## config.mk

```make
export PLATFORM = sky130hd
export DESIGN_NAME = alu_slice_reg
export DESIGN_NICKNAME = d
export VERILOG_FILES = /design/src/rtl/alu_slice_reg.sv
export SDC_FILE = /design/constraint.sdc
export NUM_CORES = 1
export LEC_CHECK = 0
export BUFFER_PORTS_ARGS = -buffer_cell sky130_fd_sc_hd__buf_2
export CAP_MARGIN = 10
export CORE_AREA = 2 2 197 199
export DETAILED_ROUTE_END_ITERATION = 12
export DIE_AREA = 0 0 199 201
export PLACE_DENSITY = 0.52
export SLEW_MARGIN = 30
export SYNTH_ARGS = -nofsm -noshare
export SYNTH_HDL_FRONTEND = slang
export SYNTH_SLANG_ARGS = --single-unit
```

## constraint.sdc

```tcl
create_clock -name clk -period 1.78 [get_ports clk]
set_input_delay 0.089 -clock clk [delete_from_list [all_inputs] [get_ports clk]]
set_output_delay 0.089 -clock clk [all_outputs]
set_load 0.02 [all_outputs]
```

## src/rtl/alu_slice_reg.sv

```systemverilog
// alu_slice_reg -- registered WIDTH-bit ALU for the execute stage.
//
// The datapath is a ripple chain of one-bit slices. Each slice holds a full
// adder, AND/OR/XOR gates and an 8:1 operation mux. The result and the
// carry/overflow status are registered, so latency is one cycle and a new
// operation is accepted every cycle.
//
// Parameters:
//   WIDTH      operand/result width in bits (minimum 2)
//
// Ports:
//   clk        rising-edge clock
//   rst_n      asynchronous active-low reset
//   in_valid   operands and opcode valid this cycle
//   a, b       operands
//   op         operation select:
//                000 b, 001 0, 010 a+b, 011 a-b,
//                100 a&b, 101 a|b, 110 a^b, 111 0
//   result     registered result
//   carry      registered carry out of the MSB (add/sub only; 1 = no borrow)
//   overflow   registered signed overflow (add/sub only)
//   out_valid  result/flags valid
//
// Optional build macro ALU_ZN_FLAGS_EN adds:
//   zero       registered result is all zeros
//   negative   registered result MSB

module alu_slice_reg #(
  parameter int unsigned WIDTH = 64
) (
  input  logic             clk,
  input  logic             rst_n,
  input  logic             in_valid,
  input  logic [WIDTH-1:0] a,
  input  logic [WIDTH-1:0] b,
  input  logic [2:0]       op,
  output logic [WIDTH-1:0] result,
  output logic             carry,
  output logic             overflow,
  output logic             out_valid
`ifdef ALU_ZN_FLAGS_EN
  ,
  output logic             zero,
  output logic             negative
`endif
);

  localparam int unsigned IW = (WIDTH > 1) ? $clog2(WIDTH) : 1;

  logic [WIDTH-1:0] w_res;
  logic             w_cout;
  logic             w_cin_msb;
  logic             w_arith;
  logic             w_c;
  logic             w_beff;
  logic             w_sum;

  logic [WIDTH-1:0] r_result;
  logic             r_carry;
  logic             r_overflow;
  logic             r_out_valid;

  assign w_arith = (op == 3'b010) || (op == 3'b011);

  // Slice chain, LSB first. w_c is the ripple carry between slices; the
  // value entering the last slice is kept as the carry into the MSB.
  always_comb begin
    w_res     = '0;
    w_c       = op[0];
    w_cin_msb = 1'b0;
    w_beff    = 1'b0;
    w_sum     = 1'b0;
    for (int unsigned i = 0; i < WIDTH; i++) begin
      w_cin_msb = w_c;
      // Subtract shares the adder: invert B and inject carry-in on op[0].
      w_beff = b[IW'(i)] ^ op[0];
      w_sum  = a[IW'(i)] ^ w_beff ^ w_c;
      w_c    = (a[IW'(i)] & w_beff) | (w_c & (a[IW'(i)] ^ w_beff));
      // Logic ops always see the true B, not the adder's inverted copy.
      unique case (op)
        3'b000:  w_res[IW'(i)] = b[IW'(i)];
        3'b010,
        3'b011:  w_res[IW'(i)] = w_sum;
        3'b100:  w_res[IW'(i)] = a[IW'(i)] & b[IW'(i)];
        3'b101:  w_res[IW'(i)] = a[IW'(i)] | b[IW'(i)];
        3'b110:  w_res[IW'(i)] = a[IW'(i)] ^ b[IW'(i)];
        default: w_res[IW'(i)] = 1'b0;
      endcase
    end
    w_cout = w_c;
  end

  always_ff @(posedge clk or negedge rst_n) begin
    if (!rst_n) begin
      r_result    <= '0;
      r_carry     <= 1'b0;
      r_overflow  <= 1'b0;
      r_out_valid <= 1'b0;
    end else begin
      r_out_valid <= in_valid;
      if (in_valid) begin
        r_result   <= w_res;
        r_carry    <= w_arith & w_cout;
        r_overflow <= w_arith & (w_cout ^ w_cin_msb);
      end
    end
  end

  assign result    = r_result;
  assign carry     = r_carry;
  assign overflow  = r_overflow;
  assign out_valid = r_out_valid;

`ifdef ALU_ZN_FLAGS_EN
  logic r_zero;
  logic r_negative;

  always_ff @(posedge clk or negedge rst_n) begin
    if (!rst_n) begin
      r_zero     <= 1'b0;
      r_negative <= 1'b0;
    end else if (in_valid) begin
      r_zero     <= (w_res == '0);
      r_negative <= w_res[WIDTH-1];
    end
  end

  assign zero     = r_zero;
  assign negative = r_negative;
`endif

endmodule

```

; Word-level counts from Yosys, hierarchy flattened
; Index checks and enable logic that the tools add are counted.
; Widths: inputs -> output; s select.
[op_classes]
add_sub_neg = 0
mul = 0
div = 0
magnitude_cmp = 0
eq_ne = 5
shift = 0
n_mux = 64
n_bitwise = 579
n_reduce_logical = 3
[op_table]
columns = cell, n
row1 = $pmux 1 s5, 64
row2 = $xor 1x1->1, 257
row3 = $and 1x1->1, 194
row4 = $or 1x1->1, 128
row5 = $eq 3x3->1 const B, 3
row6 = $eq 3x2->1 const B, 2
row7 = $logic_not 3->1, 1
row8 = $reduce_or 2->1, 1
row9 = $logic_or 1x1->1, 1
[totals]
reg_bits = 67
latch_bits = 0
ram_bits = 0
mem_bits_ro = 0
out_inout_bits = 67
memories = 0

; Depth between registers and ports, before layout
; Gate-level depths: netlist of run 1.
[logic_depth]
ltp_word = 132
depth_mapped = 72
mapped_depth_nobuf = 67

; Worst setup path after synthesis of run 1
; Ideal clock, no wire load.
[synth_timing]
path_kind = input to register
startpoint = input port op[0]
endpoint = register r_result[63] (netlist: result[63])
setup_time_ps = 125
arrival_time_ps = 25871
t_required_ps = 1655
path_slack_ps = -24216
path_stages = 72
n_path_buf = 5
path_cell_list = buf_4 buf_6 buf_6 buf_6 buf_6 xor2_1 fa_1 fa_1 fa_1 fa_1 fa_1 fa_1 fa_1 fa_1 fa_1 fa_1 fa_1 fa_1 [... 36 more ...] fa_1 fa_1 fa_1 fa_1 fa_1 fa_1 fa_1 fa_1 fa_1 fa_1 fa_1 fa_1 fa_1 fa_1 fa_1 a221oi_2 a31oi_1 mux2_2
[synth_via]
elab_chain_len = 130
word_cells_on_any_way = 326
cone_classes = 5 x eq/ne / 1 x mux / 318 x bitwise / 2 x reduce/logical
[synth_lines]
columns = item, line
row1 = from (decl), 36  ; input logic [2:0] op,
row2 = $xor 1x1->1, 76  ; w_beff = b[IW'(i)] ^ op[0];
row3 = $xor 1x1->1, 78  ; w_c = (a[IW'(i)] & w_beff) | (w_c & (a[IW'(i)] ^ w_beff));
row4 = $and 1x1->1, 78
row5 = $or 1x1->1, 78
row6 = $and 1x1->1, 78
row7 = $or 1x1->1, 78
row8 = $and 1x1->1, 78
row9 = $or 1x1->1, 78
row10 = [... 114 more ...], -
row11 = $and 1x1->1, 78
row12 = $or 1x1->1, 78
row13 = $and 1x1->1, 78
row14 = $or 1x1->1, 78
row15 = $and 1x1->1, 78
row16 = $or 1x1->1, 78
row17 = $xor 1x1->1, 77  ; w_sum = a[IW'(i)] ^ w_beff ^ w_c;
row18 = $pmux 1 s5 *, 80  ; unique case (op)
row19 = to (signal assigned), 102  ; r_result <= w_res;
row20 = to (decl), 58  ; logic [WIDTH-1:0] r_result;
; Every way passes the cells marked *; elsewhere a longest branch is shown, timed or not.
; A chain may end at the register's enable or synchronous reset.

; Worst setup path in the final report of run 1
; Same ends and word-level chain as after synthesis.

==> impl_results.md, run 1 <==
- Clk sink count: 67
- Initial cell density of the core: 24.6%
- Total Neg Setup Slack: -716780 ps
- Gpl congestion: 0.818
- Setup slack of the critical path after layout: -21670 ps
- Wirelength per Cell: 18.0 um
- Area of the multi-input gates: 6940 um2
- Filler instances: 3911
- Via count: 8063
- Number of I/O pins: 201
- Antenna viol nets, final: 0
- Final Critical Period: 23450 ps
- Deepest level of the CTS H-tree: 3
- Number of antenna violations at the first check in global routing: 8
- Critical path startpoint category: input port
- Commonest non-fill, non-tap cell in the layout: buf_2
- Origin of the critical flop-to-flop path: result[26]$_DFFE_PN0P_
- Via count normalized by instance count: 4.55
- Total met2 wirelength after detailed routing: 15000 um
- Peak supply drop: 475 uV
- Number of hold violations in the final report: 0
- Clock buffer count from CTS: 9
- Final setup skew: 0 ps
- DR iter-0 viols: 252
- Register-to-register setup slack: 950 ps
- Grt ovf: 0
- Register area: 1680 um2
- Die Footprint: 40000 um2
- Worst Path Required: 2030 ps
- DRC violation count after routing: 0
- Placed Cells: 1745
- Highest metal layer used by the detailed router: met5
- Width of the die: 199 um
- Total wire length: 31800 um
- Layout cell share with drive strength beyond 1: 39.9%
- Distinct cells, synth: 32
- Number of global-route vias before repair: 8292
- Switching part of the total: 38.1%
- Setup repair after global routing missed its margin: yes
- Slowest stage cell, crit path: fa_2
- Combinational fraction of design power: 47.1%
- Gate count after technology mapping: 969
- Commonest cells after routing, fill and taps aside: 195 x buf_2, 172 x inv_1, 128 x ha_1, 120 x buf_4, 72 x nand2_1
- Final design instance area without fill: 12500 um2
- Area after DPL: 12000 um2
- Pin count of the biggest net entering global routing: 57
- Cell area power density: 608 nW/um2
- Placement Rows: 72
- Routed wl met3: 1860 um
- Net count reported at finish: 1565
- Quantity of I/O buffers inserted on ports: 200
- Part of the total power dissipated in sequential elements: 24.8%
- Dominant cell type by count on the critical path: fa_2
- Root Buffer Master: clkbuf_16
- Register-to-Register Path Depth: 2
- Clock-pin slew on the worst setup and hold paths: 60 ps
- M1 WL: 14300 um
- Worst path arrival time: 23700 ps
- Fraction of power consumed by the clock network: 28.1%
- Die height: 201 um
- Setup CP Type: in -> reg
- Final worst path period share: 1320%
- Violated checks: setup timing
- Actual slew at the worst max-slew pin: 727 ps
- Netlist Area Pre-Place: 9380 um2
- Net Switching: 2.89 mW
- Final setup violation count: 63
- Capture point of the critical path: result[63]$_DFFE_PN0P_
- Area growth from synthesis to final layout: 33.0%
- TritonCTS clock tree: yes
- Final core utilization: 32.7%
- Synthesized area per cell: 9.68 um2
- Wire length of the first global-routing pass: 49200 um
- Maximum clock insertion buffer count: 2
- Reg2Reg Capture Point: result[26]$_DFFE_PN0P_
- GRT Util Overall: 16.3%
- Sequential area share after synthesis: 17.9%
- Highest cell delay on the worst timing path: 460 ps
- Clk_lat worst skew: 360 ps
- Power Internal: 4.70 mW
- Placeable Area: 38100 um2
- Reported leakage power: 6.31 nW
- Register bit total from synthesis: 67
- Maximum operating frequency: 0.0426 GHz
- DP Worst Slack: -22100 ps
- Final cell count without fillers: 1771
- Maxcap violations: 0
- Count of yosys warnings during synthesis: 0
- Half-perimeter wire length of the detailed placement result: 24000 um
- Maximum fanout count along the critical path: 3
- Status: finished, violations left
- DRT Pass-1 Iters: 6
- Worst Setup SP: op[0]
- Crit. End Element: register
- Final max-slew violation count: 0
- Class of the worst hold path: in -> reg
- Headroom to the max-slew limit: 51.6%
- Synth Net Count: 1294
-- stage by stage --
| step | hold slack (ps) | power (mW) |
|---|---|---|
| final | 150 | 7.59 |
| after CTS | 125 | 7.71 |
| after floorplan | -207 | 4.05 |
| after global routing | 163 | 8.13 |
| after detailed placement | 106 | 5.44 |
| after global placement | 105 | 5.38 |
-- worst min path at each step --
stage	start	end	slack (ps)	cells after the start
CTS	b[57]	result[57]$_DFFE_PN0P_	120	3
global route	b[57]	result[57]$_DFFE_PN0P_	160	3
global placement	rst_n	result[19]$_DFFE_PN0P_	110	1
finish	b[57]	result[57]$_DFFE_PN0P_	150	3
floorplan	rst_n	carry$_DFFE_PN0P_	-210	0
detailed placement	rst_n	result[19]$_DFFE_PN0P_	110	1
-- kinds of logic after synthesis --
group / after synthesis / share of synthesized area, %
and+or+nand+nor: 140 / 6.46
AOI/OAI and AO/OA: 201 / 20.5
xor gates and xnor gates: 66 / 6.16
muxes: 59 / 6.70
adders and majority gates: 191 / 30.5
DFF: 67 / 17.9
buffers and inverters: 245 / 11.8
-- power groups by stage --
stage | Sequential [mW] | Clock (mW) | Combinational, mW
finish | 1.88 | 2.13 | 3.57
global route | 1.91 | 2.25 | 3.96
CTS | 1.88 | 2.21 | 3.61
detailed placement | 1.91 | 0 | 3.53
global placement | 1.90 | 0 | 3.48
floorplan | 2.18 | 0 | 1.87
-- worst max-delay path: cells and delay by family --
kind | cells | cell delay (ps)
muxes | 2 | 550
buffers and inverters | 1 | 140
AOI/OAI and AO/OA | 2 | 280
adders and majority gates | 63 | 22570
-- metal layers --
layer  vias to the layer above  global-route usage, %
met3                        33                   3.70
met2                       185                   26.6
li1                       3838                      -
met4                         4                   5.49
met1                      4003                   21.1
met5                         -                      0
-- registers in the layout (all words and copies together), names as in the netlist --
name and cells:
out_valid 1, result 64, carry 1, overflow 1
-- cells in the mapped netlist --
cell type | count | area share [%]
inv_1 | 172 | 6.9
ha_1 | 128 | 17
dfrtp_1 | 67 | 18
mux2_2 | 30 | 3.6
buf_1 | 3 | 0.12
xor2_1 | 65 | 6.1
nor2_1 | 29 | 1.2
o211ai_1 | 22 | 1.8
a211o_1 | 29 | 2.7
nor3_1 | 12 | 0.64
a221oi_1 | 2 | 0.19
buf_4 | 16 | 1.3
a211oi_1 | 12 | 0.96
a31oi_1 | 29 | 1.9
buf_6 | 12 | 1.4
clkbuf_1 | 12 | 0.48
nand3_1 | 2 | 0.11
o21ai_0 | 8 | 0.43
nor2_2 | 1 | 0.067
mux2i_1 | 29 | 3.1
nand2_1 | 72 | 2.9
fa_1 | 63 | 13
o32ai_2 | 10 | 1.7
a221o_1 | 22 | 2.3
xnor2_1 | 1 | 0.093
o32ai_1 | 3 | 0.28
o211a_1 | 13 | 1.4
a21boi_4 | 1 | 0.20
a221oi_2 | 28 | 4.5
a31o_1 | 22 | 2.1
nor2b_1 | 24 | 1.6
buf_2 | 30 | 1.6
-- area by class of cell --
class,instances,share of cell area [%]
Inverter,172,5.17
Clock buffer,12,2.06
Timing Repair Buffer,333,17.7
Tap cell,518,5.19
Antenna cell,8,0.160
Sequential cell,67,13.4
Multi-Input combinational cell,657,55.6
Clock inverter,4,0.582
-- what timing repair did --
item,in CTS,in global routing
setup buffers,1,0
resized for setup,22,10
hold endpoints to repair,26,0
pin swaps,10,5
endpoints found under the setup margin,63,64
hold buffers,1,0
Power figures use the tool's default switching activity.
==> inputs of run 2 (changes only) <==
CORE_AREA = 2 2 129 131   (was 2 2 197 199)
DIE_AREA = 0 0 131 133   (was 0 0 199 201)
PLACE_DENSITY = 0.94   (was 0.52)
==> run 2 against run 1 <==
Against the previous run: the run still ends with setup timing left; sequential share of layout area rose by 0.43 points; flip-flop and latch count did not move; critical path depth did not move; final cell count fell by 17%; non-clock buffer count did not move; setup slack got worse by 190 ps; critical path type unchanged; sequential power barely moved; hold slack improved by 14 ps; final area fell by 3.1%; combinational power rose by 3%.
==> impl_results.md, run 2 (same netlist as run 1, synthesis figures left out) <==
- Grt ovf: 0 (unchanged)
- Gpl congestion: 0.830 (+1.5%)
- Net count reported at finish: 1565 (unchanged)
- Setup repair after global routing missed its margin: yes
- Commonest non-fill, non-tap cell in the layout: buf_2
- Commonest cells after routing, fill and taps aside: 194 x buf_2, 172 x inv_1, 128 x ha_1, 125 x buf_4, 72 x nand2_1
- Clock-pin slew on the worst setup and hold paths: 70 ps (about the same)
- GRT Util Overall: 35.5% (+19 points)
- Maximum fanout count along the critical path: 3 (unchanged)
- Worst Path Buf+Inv: 1 (unchanged)
- Number of I/O pins: 201 (unchanged)
- Root Buffer Master: clkbuf_16
- Width of the die: 131 um (-34%)
- Die Footprint: 17400 um2 (-56%)
- Final Critical Period: 23630 ps (+185 ps)
- Final setup violation count: 63 (unchanged)
- Area of the multi-input gates: 6940 um2 (-0.11%)
- Highest cell delay on the worst timing path: 420 ps (-40 ps)
- Final setup skew: 0 ps (unchanged)
- Max FFs per register: 64 (unchanged)
- Slowest stage cell, crit path: fa_2
- Maximum clock insertion buffer count: 2 (unchanged)
- Maxcap violations: 0 (unchanged)
- Via count: 8817 (+9.4%)
- Dominant cell type by count on the critical path: fa_2
- Actual slew at the worst max-slew pin: 658 ps (-68.2 ps)
- Setup CP Type: in -> reg
- Total wire length: 30200 um (-5.1%)
- Total Neg Setup Slack: -716520 ps (+260 ps)
- Number of antenna violations at the first check in global routing: 5 (-3)
- Cell area power density: 656 nW/um2 (+7.9%)
- DRC violation count after routing: 0 (unchanged)
- Number of hold violations in the final report: 0 (unchanged)
- Register area: 1680 um2 (unchanged)
- Filler instances: 977 (-75%)
- Quantity of I/O buffers inserted on ports: 200 (unchanged)
- Post-route total power: 7.93 mW (+4.5%)
- Initial cell density of the core: 58.0% (+33 points)
- Worst Path Required: 2020 ps (about the same)
- Wirelength per Cell: 20.6 um (+15%)
- Setup slack of the critical path after layout: -21850 ps (-185 ps)
- Wire length of the first global-routing pass: 47800 um (-2.8%)
- Final worst path period share: 1330% (+10 points)
- Half-perimeter wire length of the detailed placement result: 21500 um (-10%)
- Violated checks: setup timing
- Final design instance area without fill: 12100 um2 (-3.1%)
- Layout cell share with drive strength beyond 1: 39.8% (-0.080 points)
- Clk_lat worst skew: 360 ps (about the same)
- Critical path startpoint category: input port
- Headroom to the max-slew limit: 56.1% (+4.5 points)
- Placeable Area: 16200 um2 (-58%)
- Clock buffer count from CTS: 9 (unchanged)
- Final cell count without fillers: 1467 (-17%)
- Area after DPL: 11600 um2 (-3.4%)
- Die height: 133 um (-34%)
- Placement Rows: 47 (-35%)
- Final max-slew violation count: 0 (unchanged)
- Clk sink count: 67 (unchanged)
- Register-to-register setup slack: 930 ps (-20 ps)
- Crit. End Element: register
- Area growth from synthesis to final layout: 28.9%
- Class of the worst hold path: in -> reg
- Peak supply drop: 533 uV (+12%)
- Placed Cells: 1447 (-17%)
- Antenna viol nets, final: 0 (unchanged)
- Deepest level of the CTS H-tree: 3 (unchanged)
- Via count normalized by instance count: 6.01 (+32%)
- TritonCTS clock tree: yes
- Status: finished, violations left
- Maximum operating frequency: 0.0423 GHz (-0.78%)
- Number of global-route vias before repair: 9264 (+12%)
- DR iter-0 viols: 745 (+200%)
- Reported leakage power: 6.32 nW (+0.16%)
- Worst path arrival time: 23880 ps (+180 ps)
- Family with the most delay on the worst path: adder cells
- DRT Pass-1 Iters: 5 (-1)
- Pin count of the biggest net entering global routing: 107 (+88%)
- Final core utilization: 74.8% (+42 points)
run 2: changes by cell type in the layout (fill, tap and decap cells not counted), sizes merged:
cell / delta
diode: -6
bufinv: +2
clkbuf: -2
run 2: path summary, 6_finish.rpt:
| check | cells after the start | to | start |
|---|---|---|---|
| max | 68 | result[63]$_DFFE_PN0P_ | op[0] |
| min | 2 | result[18]$_DFFE_PN0P_ | in_valid |
| max reg2reg | 1 | result[63]$_DFFE_PN0P_ | result[63]$_DFFE_PN0P_ |
| min reg2reg | 1 | result[49]$_DFFE_PN0P_ | result[49]$_DFFE_PN0P_ |
| max in group asynchronous | 3 | result[31]$_DFFE_PN0P_ | rst_n |
| min in group asynchronous | 2 | result[7]$_DFFE_PN0P_ | rst_n |
run 2: report_power, final:
group,switching [mW],internal [mW]
Clock,0.816,1.55
Sequential,0.143,1.75
Combinational,2.00,1.66
run 2: per-stage QoR:
stage,setup WS [ps],hold WS [ps]
after detailed placement,-22100,88.3
after CTS,-21750,142
final,-21850,163
after floorplan,-21600,-207
after global routing,-22250,164
after global placement,-21730,79.0
run 2: routing by layer:
metal,wire length [um],vias up,GRT usage [%]
met5,38,-,0
met2,14800,503,58.4
met1,11100,4332,42.6
met4,1590,6,19.0
met3,2670,139,8.37
li1,-,3837,-
run 2: what timing repair did:
item / in CTS / in global routing
endpoints found under the setup margin: 63 / 63
gates cloned: 0 / 0
buffers inserted: 1 / 0
hold buffers: 1 / 0
pin swaps: 12 / 6
endpoints found under the hold margin: 33 / 0
gates resized for setup: 25 / 5
run 2: final cells by class:
class                      instances  area share, %
tap                              220           2.28
sequential                        67           13.9
clock inverter                     6           1.13
clock buffer                      10           1.98
multi-input combinational        657           57.4
timing repair buffer             333           18.0
antenna                            2         0.0414
inverter                         172           5.34
==> inputs of run 3 (changes only) <==
CORE_AREA = 2 2 140 142   (was 2 2 129 131)
DIE_AREA = 0 0 142 144   (was 0 0 131 133)
PLACE_DENSITY = 0.83   (was 0.94)
==> run 3 against run 2 <==
Against the previous run: the run still ends with setup timing left; sequential share of layout area about the same; register-to-register slack got worse by 20 ps; utilization shrank 11 points; non-clock buffer count fell by 4; sequential power hardly changed; power is 8.4% lower; critical path depth unchanged; wire length shrank 6.4%; combinational power decreased by 2%; critical path type unchanged.
==> impl_results.md, run 3 (same netlist as run 1, synthesis figures left out) <==
- Wirelength per Cell: 19.0 um (-7.5%)
- Peak supply drop: 512 uV (-3.9%)
- Final setup skew: 0 ps (unchanged)
- Via count: 8375 (-5.0%)
- Final setup violation count: 63 (unchanged)
- Commonest cells after routing, fill and taps aside: 194 x buf_2, 172 x inv_1, 128 x ha_1, 115 x buf_4, 72 x nand2_1
- Headroom to the max-slew limit: 63.4% (+7.3 points)
- Register area: 1680 um2 (unchanged)
- DRC violation count after routing: 0 (unchanged)
- DP Worst Slack: -22110 ps (-5.50 ps)
- Quantity of I/O buffers inserted on ports: 200 (unchanged)
- Filler instances: 1450 (+48%)
- Clk sink count: 67 (unchanged)
- Maximum operating frequency: 0.0426 GHz (+0.64%)
- Final Critical Period: 23480 ps (-151 ps)
- Number of hold violations in the final report: 0 (unchanged)
- Deepest level of the CTS H-tree: 3 (unchanged)
- Maximum fanout count along the critical path: 3 (unchanged)
- Area of the multi-input gates: 6930 um2 (-0.14%)
- Commonest non-fill, non-tap cell in the layout: buf_2
- Number of antenna violations at the first check in global routing: 6 (+1)
- Class of the worst hold path: in -> reg
- Layout cell share with drive strength beyond 1: 39.6% (-0.27 points)
- Final worst path period share: 1320% (-8.5 points)
- Total wire length: 28200 um (-6.4%)
- Fraction of power consumed by the clock network: 24.8% (-5.1 points)
- Clk_lat worst skew: 350 ps (about the same)
- Crit. End Element: register
- GRT Util Overall: 27.8% (-7.7 points)
- Slowest stage cell, crit path: fa_2
- Setup slack of the critical path after layout: -21700 ps (+151 ps)
- Initial cell density of the core: 49.2% (-8.8 points)
- Placeable Area: 19100 um2 (+18%)
- Antenna viol nets, final: 0 (unchanged)
- Pin count of the biggest net entering global routing: 56 (-48%)
- Highest cell delay on the worst timing path: 430 ps (about the same)
- Power Internal: 4.43 mW (-11%)
- Worst Path Required: 2020 ps (about the same)
- Combinational fraction of design power: 49.3% (+3.1 points)
- Tightest hold margin: 114 ps (-49.4 ps)
- Die Footprint: 20400 um2 (+17%)
- Gpl congestion: 0.856 (+3.1%)
- Actual slew at the worst max-slew pin: 548 ps (-110 ps)
- DR iter-0 viols: 470 (-37%)
- Clock-pin slew on the worst setup and hold paths: 60 ps (about the same)
- Width of the die: 142 um (+8.4%)
- Net Switching: 2.83 mW (-4.3%)
- Placement Rows: 51 (+8.5%)
- Setup repair after global routing missed its margin: yes
- Root Buffer Master: clkbuf_16
- Maxcap violations: 0 (unchanged)
- Area growth from synthesis to final layout: 29.1%
- Switching part of the total: 39.0% (+1.7 points)
- Number of I/O pins: 201 (unchanged)
- Wire length of the first global-routing pass: 44000 um (-7.8%)
- Part of the total power dissipated in sequential elements: 25.9% (+2.0 points)
- Net count reported at finish: 1561 (-0.26%)
- Cell area power density: 600 nW/um2 (-8.5%)
- Worst path arrival time: 23720 ps (-160 ps)
- Status: finished, violations left
- Setup CP Type: in -> reg
- Die height: 144 um (+8.3%)
- Dominant cell type by count on the critical path: fa_2
- Maximum clock insertion buffer count: 2 (unchanged)
- Register-to-register setup slack: 910 ps (-20 ps)
- Reported leakage power: 6.30 nW (-0.30%)
- Critical path startpoint category: input port
- Clock buffer count from CTS: 9 (unchanged)
- Violated checks: setup timing
- Grt ovf: 0 (unchanged)
- DRT Pass-1 Iters: 5 (unchanged)
- Half-perimeter wire length of the detailed placement result: 20500 um (-4.6%)
- Final max-slew violation count: 0 (unchanged)
- TritonCTS clock tree: yes
- Number of global-route vias before repair: 8510 (-8.1%)
- Max FFs per register: 64 (unchanged)
- Via count normalized by instance count: 5.64 (-6.1%)
## run 3: metal layers
metal | vias to the layer above | global-route usage (%) | wire, um
met5 | - | 0 | 26
li1 | 3841 | - | -
met1 | 4128 | 35.0 | 11700
met4 | 4 | 11.2 | 826
met2 | 339 | 45.8 | 13400
met3 | 63 | 7.12 | 2270
## run 3: layout make-up
class,instances,area share (%)
tap,238,2.46
inverter,172,5.33
sequential,67,13.8
clock buffer,12,2.12
clock inverter,4,0.207
multi-input combinational,657,57.2
antenna,5,0.103
timing repair buffer,329,18.7
## run 3: metrics by stage
stage               util, %  setup TNS (ps)  instance area (um2)  std cells  total power [mW]
CTS                    63.2         -711490                12100       1479              7.26
global placement       60.5         -729190                11600       1458              5.20
finish                 63.5         -711850                12100       1484              7.26
floorplan                 -         -729210                 9610        969              4.05
global route           63.4         -725790                12100       1480              7.68
detailed placement     60.5         -740190                11600       1458              5.33
## run 3: timing repair
action,CTS,global route
pin swaps,6,3
cloned,3,0
hold buffers,1,0
endpoints found under the hold margin,33,0
setup buffers,1,0
gates resized for setup,26,10
endpoints found under the setup margin,66,65
## run 3: worst paths after layout
| check | start | end | cells past startpoint |
|---|---|---|---|
| min in group asynchronous | rst_n | result[9]$_DFFE_PN0P_ | 2 |
| worst max register to register | result[33]$_DFFE_PN0P_ | result[33]$_DFFE_PN0P_ | 2 |
| worst min-delay path | in_valid | result[19]$_DFFE_PN0P_ | 2 |
| max in group asynchronous | rst_n | result[44]$_DFFE_PN0P_ | 3 |
| worst max-delay path | op[0] | result[63]$_DFFE_PN0P_ | 68 |
| worst min register to register | result[50]$_DFFE_PN0P_ | result[50]$_DFFE_PN0P_ | 1 |
## run 3: critical path, delay by kind of cell
family | cells | cell delay [ps]
adder cells (fa/ha/maj) | 63 | 22640
multiplexers | 2 | 550
AO/OA/AOI/OAI | 2 | 280
buffers and inverters | 1 | 140
## run 3: power by group through the flow
| stage | Clock [mW] | Combinational [mW] | Sequential, mW |
|---|---|---|---|
| floorplan | 0 | 1.87 | 2.18 |
| global placement | 0 | 3.30 | 1.90 |
| detailed placement | 0 | 3.43 | 1.90 |
| CTS | 1.82 | 3.56 | 1.88 |
| global route | 1.87 | 3.90 | 1.91 |
| finish | 1.80 | 3.58 | 1.88 |
